`src/rtl/aes_pkg.sv`:
```
// aes_pkg: shared AES controller types, state encoding and round-count constants
package aes_pkg;

    typedef enum logic [1:0] {
        CIPH_FWD = 2'b01,
        CIPH_INV = 2'b10
    } ciph_op_e;

    typedef enum logic [2:0] {
        AES_128 = 3'b001,
        AES_192 = 3'b010,
        AES_256 = 3'b100
    } key_len_e;

    typedef enum logic [2:0] {
        IDLE,
        INIT,
        ROUND,
        DONE,
        CLEAR
    } round_ctrl_e;

    localparam logic [3:0] NUM_ROUNDS_128 = 4'd10;
    localparam logic [3:0] NUM_ROUNDS_256 = 4'd14;

    localparam logic [1:0] SEL_HOLD  = 2'd0;
    localparam logic [1:0] SEL_LOAD  = 2'd1;
    localparam logic [1:0] SEL_ROUND = 2'd2;
    localparam logic [1:0] SEL_CLEAR = 2'd3;

endpackage

```
`src/rtl/aes_round_ctrl.sv`:
```
// aes_round_ctrl: AES cipher round sequencer driving external sub-bytes / key-expand stages
//   clk_i, rst_ni                   clock, synchronous active-low reset
//   in_valid_i/in_ready_o           block request handshake (op_i, key_len_i sampled at accept)
//   clear_i                         abort and clear, highest priority
//   state_sel_o, mc_bypass_o        datapath state mux select, skip mix-columns on final round
//   round_o, op_o                   current round index, latched operation
//   sb_en_o/sb_req_i/sb_ack_o       sub-bytes enable / result-ready / acknowledge
//   key_en_o/key_req_i/key_ack_o    key-expand enable / result-ready / acknowledge
//   key_clear_o                     key-expand clear pulse
//   out_valid_o/out_ready_i         result handshake
//   err_o                           pulse on a rejected request
module aes_round_ctrl
    import aes_pkg::*;
#(
    parameter bit AES256Enable = 1'b1
) (
    input  logic       clk_i,
    input  logic       rst_ni,
    input  logic       in_valid_i,
    output logic       in_ready_o,
    input  logic [1:0] op_i,
    input  logic [2:0] key_len_i,
    input  logic       clear_i,
    output logic [1:0] state_sel_o,
    output logic       mc_bypass_o,
    output logic [3:0] round_o,
    output logic [1:0] op_o,
    output logic       sb_en_o,
    input  logic       sb_req_i,
    output logic       sb_ack_o,
    output logic       key_en_o,
    input  logic       key_req_i,
    output logic       key_ack_o,
    output logic       key_clear_o,
    output logic       out_valid_o,
    input  logic       out_ready_i,
    output logic       err_o
);

    round_ctrl_e r_state, w_state_nxt;
    logic [3:0]  r_round, r_nrounds;
    logic [1:0]  r_op;
    logic        r_sb_seen, r_key_seen;
    logic        w_key_ok, w_idle_req, w_accept, w_reject;
    logic        w_sb_got, w_key_got, w_round_done, w_last;

    assign w_key_ok     = (key_len_i == AES_128) || (AES256Enable && key_len_i == AES_256);
    assign w_idle_req   = r_state == IDLE && in_valid_i && !clear_i;
    assign w_accept     = w_idle_req && w_key_ok;
    assign w_reject     = w_idle_req && !w_key_ok;
    // a request counts if it arrived in an earlier cycle of this round or arrives now
    assign w_sb_got     = r_sb_seen || sb_req_i;
    assign w_key_got    = r_key_seen || key_req_i;
    // a clear in the same cycle drops the round, so nothing is acknowledged
    assign w_round_done = r_state == ROUND && w_sb_got && w_key_got && !clear_i;
    assign w_last       = r_round == r_nrounds;

    always_ff @(posedge clk_i) begin
        if (!rst_ni) r_state <= IDLE;
        else         r_state <= w_state_nxt;
    end

    always_comb begin
        w_state_nxt = r_state;
        case (r_state)
            IDLE:    w_state_nxt = w_accept ? INIT : IDLE;
            INIT:    w_state_nxt = ROUND;
            ROUND:   w_state_nxt = (w_round_done && w_last) ? DONE : ROUND;
            DONE:    w_state_nxt = out_ready_i ? IDLE : DONE;
            CLEAR:   w_state_nxt = IDLE;
            default: w_state_nxt = IDLE;
        endcase
        if (clear_i) w_state_nxt = CLEAR;
    end

    always_ff @(posedge clk_i) begin
        if (!rst_ni) begin
            r_round    <= '0;
            r_nrounds  <= '0;
            r_op       <= '0;
            r_sb_seen  <= 1'b0;
            r_key_seen <= 1'b0;
        end else if (clear_i) begin
            r_round    <= '0;
            r_sb_seen  <= 1'b0;
            r_key_seen <= 1'b0;
        end else begin
            if (w_accept) begin
                r_op      <= op_i;
                r_nrounds <= (key_len_i == AES_256) ? NUM_ROUNDS_256 : NUM_ROUNDS_128;
                r_round   <= '0;
            end
            if (r_state == INIT) r_round <= 4'd1;
            if (w_round_done) begin
                r_sb_seen  <= 1'b0;
                r_key_seen <= 1'b0;
                if (!w_last) r_round <= r_round + 4'd1;
            end else if (r_state == ROUND) begin
                r_sb_seen  <= w_sb_got;
                r_key_seen <= w_key_got;
            end
        end
    end

    always_comb begin
        in_ready_o  = r_state == IDLE;
        state_sel_o = r_state == INIT ? SEL_LOAD : w_round_done ? SEL_ROUND :
                      r_state == CLEAR ? SEL_CLEAR : SEL_HOLD;
        key_clear_o = r_state == INIT || r_state == CLEAR;
        sb_en_o     = r_state == ROUND && !r_sb_seen;
        key_en_o    = r_state == ROUND && !r_key_seen;
        sb_ack_o    = w_round_done;
        key_ack_o   = w_round_done;
        mc_bypass_o = r_state == ROUND && w_last;
        out_valid_o = r_state == DONE;
        round_o     = r_round;
        op_o        = r_op;
        err_o       = w_reject && rst_ni;
    end

endmodule

```
`config.mk`:
```
export PLATFORM = sky130hd
export DESIGN_NAME = aes_round_ctrl
export DESIGN_NICKNAME = d
export VERILOG_FILES = /design/src/rtl/aes_pkg.sv /design/src/rtl/aes_round_ctrl.sv
export SDC_FILE = /design/constraint.sdc
export NUM_CORES = 1
export LEC_CHECK = 0
export CAP_MARGIN = 5
export CORE_ASPECT_RATIO = 1.4
export CORE_MARGIN = 2
export CORE_UTILIZATION = 30
export DETAILED_ROUTE_END_ITERATION = 6
export PLACE_DENSITY_LB_ADDON = 0.25
export SLEW_MARGIN = 10
export SYNTH_ARGS = -nofsm -noshare
export SYNTH_HDL_FRONTEND = slang
export SYNTH_SLANG_ARGS = --single-unit
```
`constraint.sdc`:
```
create_clock -name clk_i -period 3.7 [get_ports clk_i]
set_input_delay 0.37 -clock clk_i [delete_from_list [all_inputs] [get_ports clk_i]]
set_output_delay 0.37 -clock clk_i [all_outputs]
set_load 0.01 [all_outputs]
```
Word level (Yosys, flattened, before mapping):

Cells that the tools add are included.

* register bits: 15
* input bits: 12
* logic and storage cells: 54

* add/sub/neg operators: 1
* equal/unequal tests: 7
* mux-type cells: 13
* bitwise gates (word level): 2
* reductions and logical operators: 24

Operators with widths (count)
* 4-bit two-way mux: 4
* 1-bit logical AND: 12
* 2-bit two-way mux: 4
* 2-bit one-hot mux with 4 select lines: 1
* 3-bit by 1-bit equality test with 1-bit output, second input constant: 2
* 3-bit by 2-bit equality test with 1-bit output, second input constant: 2
* 3-bit equality test, second input constant: 2
* 3-bit two-way mux: 2
* 4-bit by 1-bit adder with 4-bit output, second input constant: 1
* 4-bit equality test: 1
* 1-bit zero test: 4
* 1-bit logical OR: 4
* 3-bit zero test: 1
* 3-bit OR reduction: 1
* 1-bit two-way mux: 2
* 1-bit inverter: 2
* 2-bit AND reduction: 1
* 2-bit OR reduction: 1

Longest topological paths before layout:

Gate-level depths: netlist (run 1).

* word-level depth: 8
* mapped depth: 6

Least setup slack after synthesis (run 1):

No wires, ideal clock.

* path kind: register to output
* start point: register r_state[2]
* end point: output port sb_ack_o
* arrival: 1.303 ns
* required time: 3.330 ns
* setup slack: 2.027 ns
* stages on the path, launching flop included: 5
* cells stage by stage: dfxtp_1 buf_6 or4b_4 nor2_4 buf_4

* cells in the longest elaborated chain, start to end: 4

RTL lines
* from (decl): RTL line aes_round_ctrl.sv:40 `round_ctrl_e r_state, w_state_nxt;`
* from (signal assigned): RTL line aes_round_ctrl.sv:60 `else r_state <= w_state_nxt;`
* 3-bit by 2-bit equality test with 1-bit output: RTL line aes_round_ctrl.sv:55 `assign w_round_done = r_state == ROUND && w_sb_got && w_key_got && !clear_i;`
* 1-bit logical AND (3 in series): RTL line aes_round_ctrl.sv:55
* to (decl): RTL line aes_round_ctrl.sv:30 `output logic sb_ack_o,`

Every way passes these cells.

Worst setup path in the final report (run 1):

* start point: input port sb_req_i
* end point: output port state_sel_o[1]

* cells in the longest elaborated chain, start to end: 6

RTL lines
* from (decl): RTL line aes_round_ctrl.sv:29 `input logic sb_req_i,`
* 1-bit logical OR: RTL line aes_round_ctrl.sv:52 `assign w_sb_got = r_sb_seen || sb_req_i;`
* 1-bit logical AND (3 in series): RTL line aes_round_ctrl.sv:55
* 2-bit two-way mux (2 in series): RTL line aes_round_ctrl.sv:107 `state_sel_o = r_state == INIT ? SEL_LOAD : w_round_done ? SEL_ROUND :`
* to (decl): RTL line aes_round_ctrl.sv:24 `output logic [1:0] state_sel_o,`

Every way passes these cells.

==> results.cfg, run 1 <==
[yosys]
synthCells = 91
synth_compound_area_share_pct = 19.71
synthXorXnorAreaFrac_pct = 4.523
synth_top_cell_by_area = dfxtp_1
synth.area.top_cells = dfxtp_1 34%, nor2_1 7.3%, xnor2_1 4.5%, nor3_1 3.2%, o211ai_4 2.7%
synthAdderAreaFrac_pct = 1.616
synth_top_area_share_pct = 33.60
synth_nets = 104
synth-seq-area-share_pct = 33.60
netlist-cell-type-count = 39
synthMuxAreaShare_pct = 2.585
syn_area_per_cell_sq_um = 8.511
synthesis.area_sq_um = 774.5
synth_simple_gate_area_share_pct = 32.31
ys_ff_latch = 13
synth_top_family_by_area = simple AND/OR/NAND/NOR gates
ys_warn_count = 0

[job]
max_cap_viol_count = 0

[clock_tree]
worstSkewPairLatency_ps = 270
cts_buffers = 3
cts_tree = yes
cts-htree-levels = 1
post_cts_buffers = 0
cts-root-buf = clkbuf_4
ctsResizeCount = 0
clkSlewWorstSetupHoldPaths_ps = 80
numClockSinks = 13
cts_hold_buf = 0
clock_path_buffers = 2

[floorplan]
rows = 21
initial_core_util_pct = 32.04
die_h_um = 64.12
die_area_sq_mm = 0.003010
die_width_um = 46.94
core_area_sq_mm = 0.002417
ioPinCount = 29

[detailed_routing]
wl_um = 1693
antenna_left = 0
dr.pass1.iters = 4
via_per_inst = 4.765
route.detailed.drc = 0
vias = 729
wire_per_inst_um = 11.07
drt_iter0_drc = 8

[timing]
worst_slack_ps = 1069
max_slew_margin_pct = 76.72
setup_violations = 0
rsz0062_at_grt = false
post-route-min-period_ps = 2631
skew_ps = 4.335
finalCritPeriodShare_pct = 71.11
max_freq_ghz = 0.3801
fin_tns_setup_ps = 0
finalHoldViolCount = 0
tightest_slew_ps = 346.5
report.final.slew_viol_count = 0

[cells_and_area]
stdcell_count = 153
area_growth_pct = 41.84
layout-drive-gt1-share_pct = 10.08
final_cell_mix = 28 x clkdlybuf4s50_1, 15 x nor2_1, 13 x dfxtp_1, 5 x nor3_1
n_antenna_cell = 0
layout_commonest_cell = clkdlybuf4s50_1
nets = 133

[power_and_ir_drop]
vdd_drop_max_v = 0.0001517
leakage_uw = 0.0003727
power.total_uw = 274.9
power_density_mw_per_mm2 = 250.3

[placement]
gp_congestion = 0.7129
hpwl_um = 1306
place_ws_ps = 1085
io_buffers = 28
dp.cells = 149

[critical_path]
crit_arrival_ps = 2260
cp_slowest_cell = clkdlybuf4s50_1
crit_top_cell = clkdlybuf4s50_1
cpPeakStageDelay_ps = 550
cp-end-kind = output port
cp_top_family = buffers and inverters
worstPathCellList = clkdlybuf4s50_1 -> o22ai_2 -> or4b_1 -> a21oi_1 -> clkdlybuf4s50_1
path_buf_inv = 2
startpoint_type = primary input
critical_path_class = in -> out
worstPathRequired_ps = 3330
crit_fanout = 5
reg2reg_slack_ps = 2100

[grt]
grt_pass1_vias = 694
antenna_found_initial = 0
gr-total-overflow = 0
grt_max_degree = 13
grt_first_pass_wirelength_um = 2904
track_usage_pct = 12.87

[run_status]
status = finished, final reports clean

[hold_path]
hp-class = reg -> reg
-- sequential cells by signal, indices dropped and copies added, names as in the netlist --
name        count
r_key_seen      1
r_state         3
r_nrounds       2
r_sb_seen       1
op_o            2
round_o         4
-- metal layers --
layer  GRT usage (%)  up-vias  share of wire (%)
li1                -      382                  -
met2           19.18       14                 50
met3           2.825        4                3.8
met5               0        -                  0
met1           16.96      329                 45
met4           6.250        0                1.5
-- per-stage QoR --
stage | instance area [sq um] | utilization (%) | hold WS, ps
finish | 1099 | 45.45 | 500.2
detailed placement | 1072 | 44.36 | 482.0
CTS | 1099 | 45.45 | 504.3
global route | 1099 | 45.45 | 524.8
floorplan | 774.5 | - | 455.6
global placement | 1072 | 44.36 | 469.1
-- Yosys cell counts (all sizes together) --
| master | instances |
|---|---|
| clkbuf | 1 |
| a31oi | 2 |
| nor4bb | 1 |
| nor3b | 1 |
| o21a | 2 |
| a2bb2oi | 1 |
| nand3 | 3 |
| a211oi | 1 |
| or4b | 2 |
| nor2b | 3 |
| nor2 | 17 |
| nand2b | 1 |
| nor3 | 7 |
| xnor2 | 4 |
| a41oi | 1 |
| a31o | 1 |
| or2b | 1 |
| and3 | 1 |
| nand2 | 3 |
| or3 | 1 |
| o22ai | 1 |
| o21ai | 3 |
| o31a | 2 |
| inv | 3 |
| and2 | 2 |
| o211ai | 1 |
| buf | 4 |
| mux2i | 2 |
| ha | 1 |
| dfxtp | 13 |
| a21oi | 4 |
| nand4 | 1 |
-- worst register-to-register path, stage by stage, from the launching register on --
cell     delay [ps]
dfxtp_1         530
or4b_4          560
nor2_4          180
a31o_1          170
a21oi_1          50
-- cell families after synthesis --
group | after synthesis
multiplexers | 2
AO/OA/AOI/OAI | 19
XOR/XNOR | 4
AND/OR/NAND/NOR | 44
adder cells (fa/ha/maj) | 1
flip-flops | 13
buffers and inverters | 8
-- report_power, final --
group / total, uW / switching, uW / internal, uW
combinational: 43.9 / 18.4 / 25.6
sequential: 145 / 2.84 / 142
clock: 86.4 / 44.7 / 41.7
-- path summary, 6_finish.rpt --
path,startpoint,to,depth (start not counted)
worst max-delay path,sb_req_i,state_sel_o[1],5
worst min-delay path,r_nrounds[1],r_nrounds[1],1
worst max register to register,r_state[1],round_o[2],4
worst min register to register,r_nrounds[1],r_nrounds[1],1
-- area by class of cell --
| cell class | count | area, sq um |
|---|---|---|
| well taps | 34 | 42.54 |
| fillers | 261 | 1319 |
| flip-flops and latches | 13 | 260.3 |
| multi-input cells | 70 | 470.5 |
| clock buffers | 4 | 26.28 |
| inverters | 3 | 11.26 |
| repair buffers | 29 | 287.8 |
Note: power is estimated with default switching activity, not from simulation.
==> run 2: changes to the inputs <==
==> constraint.sdc (replaced) <==
create_clock -name clk_i -period 2.6 [get_ports clk_i]
set_input_delay 0.26 -clock clk_i [delete_from_list [all_inputs] [get_ports clk_i]]
set_output_delay 0.26 -clock clk_i [all_outputs]
set_load 0.01 [all_outputs]
==> results.cfg, run 2 (synthesis gave the netlist of run 1 again) <==
[critical_path]
crit_arrival_ps = 2150
crit_top_cell = clkdlybuf4s50_1
rr_startpoint = r_state[1]
worstPathCellList = clkdlybuf4s50_1 -> o22ai_2 -> or4b_1 -> a21oi_1 -> clkdlybuf4s50_1
worstPathRequired_ps = 2340
cp_top_family = buffers and inverters
cpPeakStageDelay_ps = 550
cp-end-kind = output port
reg2reg_slack_ps = 1000
path_buf_inv = 2
worstReg2RegEnd = round_o[2]
cp_slowest_cell = clkdlybuf4s50_1
ff2ff_path_depth = 4
startpoint_type = primary input
path_depth = 5
crit_end = state_sel_o[1]
crit_fanout = 5
cp-startpoint = key_req_i
critical_path_class = in -> out

[cells_and_area]
layout_commonest_cell = clkdlybuf4s50_1
stdcell_count = 153
layout-drive-gt1-share_pct = 10.08
multi_input_comb_area_sq_um = 470.5
register_area_sq_um = 260.3
largest_reg_flops = 4
design_area_sq_mm = 0.001099
nets = 133
nFillCells = 263
area_growth_pct = 41.84
final_cell_mix = 28 x clkdlybuf4s50_1, 15 x nor2_1, 13 x dfxtp_1, 5 x nor3_1
n_antenna_cell = 0

[timing]
finalCritPeriodShare_pct = 92.53
worst_slack_ps = 194.1
skew_ps = 0.6121
tightest_slew_ps = 347.2
post-route-min-period_ps = 2406
report.final.slew_viol_count = 0
finalHoldViolCount = 0
fin_tns_setup_ps = 0
max_slew_margin_pct = 76.82
rsz0062_at_grt = false
setup_violations = 0
max_freq_ghz = 0.4157

[placement]
place_ws_ps = 208.4
io_buffers = 28
gp_congestion = 0.7090
dpl_cell_area_sq_mm = 0.001072
hpwl_um = 1287
dp.cells = 149

[power_and_ir_drop]
power_density_mw_per_mm2 = 354.7
power.internal_uw = 297.5
pwr-share-seq_pct = 52.8
combPwrFrac_pct = 16.0
p_clk_share_pct = 31.3
switching_share_pct = 23.65
p_switching_uw = 92.16
vdd_drop_max_v = 0.0003072
leakage_uw = 0.0003727

[clock_tree]
clkSlewWorstSetupHoldPaths_ps = 80
post_cts_buffers = 0
cts-htree-levels = 1
cts-root-buf = clkbuf_4
cts_tree = yes
cts_hold_buf = 0
numClockSinks = 13
ctsResizeCount = 0
cts_buffers = 3
clock_path_buffers = 2
worstSkewPairLatency_ps = 270

[detailed_routing]
wire_per_inst_um = 10.67
antenna_left = 0
route.detailed.drc = 0
drt_iter0_drc = 6
via_per_inst = 4.706
dr.pass1.iters = 4
vias = 720
wl_um = 1633

[floorplan]
rows = 21
initial_core_util_pct = 32.04
die_width_um = 46.94
core_area_sq_mm = 0.002417
die_h_um = 64.12
ioPinCount = 29
die_area_sq_mm = 0.003010

[grt]
antenna_found_initial = 0
gr-total-overflow = 0
track_usage_pct = 12.03
grt_max_degree = 13
grt_pass1_vias = 657
grt_first_pass_wirelength_um = 2718

[run_status]
status = finished, final reports clean

[job]
max_cap_viol_count = 0

[hold_path]
hp-class = reg -> reg
-- run 2: cell counts in the layout (fill, tap and decap cells not counted) --
No cell type changed its count.
-- run 2: per-stage QoR --
step / hold WS, ps / utilization [%] / power [uW]
floorplan: 371.1 / - / 239.3
global placement: 469.5 / 44.36 / 272.1
detailed placement: 474.0 / 44.36 / 273.0
CTS: 494.6 / 45.45 / 393.3
global route: 516.1 / 45.45 / 410.2
finish: 489.0 / 45.45 / 389.6
-- run 2: cell type report --
type,count,area share [%]
inverter,3,1.025
sequential,13,23.69
tap,34,3.872
clock buffer,4,2.392
timing repair buffer,29,26.20
multi-input combinational,70,42.82
-- run 2: power by group through the flow --
| stage | registers (uW) | clock network, uW | logic (uW) |
|---|---|---|---|
| 2_1_floorplan | 208 | 0 | 31.1 |
| 3_3_place_gp | 210 | 0 | 61.8 |
| 3_5_place_dp | 210 | 0 | 62.6 |
| 4_1_cts | 206 | 125 | 62.9 |
| 5_1_grt | 206 | 137 | 67.6 |
| 6_report | 206 | 122 | 62.2 |
-- run 2: how the worst min path moves through the flow --
stage / start / to / slack [ps] / cells after the start
after detailed placement: r_nrounds[1] / r_nrounds[1] / 470 / 1
after CTS: r_nrounds[1] / r_nrounds[1] / 490 / 1
final: r_nrounds[1] / r_nrounds[1] / 490 / 1
after global placement: r_nrounds[1] / r_nrounds[1] / 470 / 1
after floorplan: out_ready_i / r_state[1] / 370 / 1
after global routing: r_nrounds[1] / r_nrounds[1] / 520 / 1
-- run 2: routing by layer --
layer	up-vias	wire length [um]	track usage (%)
met2	15	791	18.66
met5	-	0	0
li1	378	-	-
met4	0	28	5.208
met1	322	759	15.48
met3	5	54	2.542
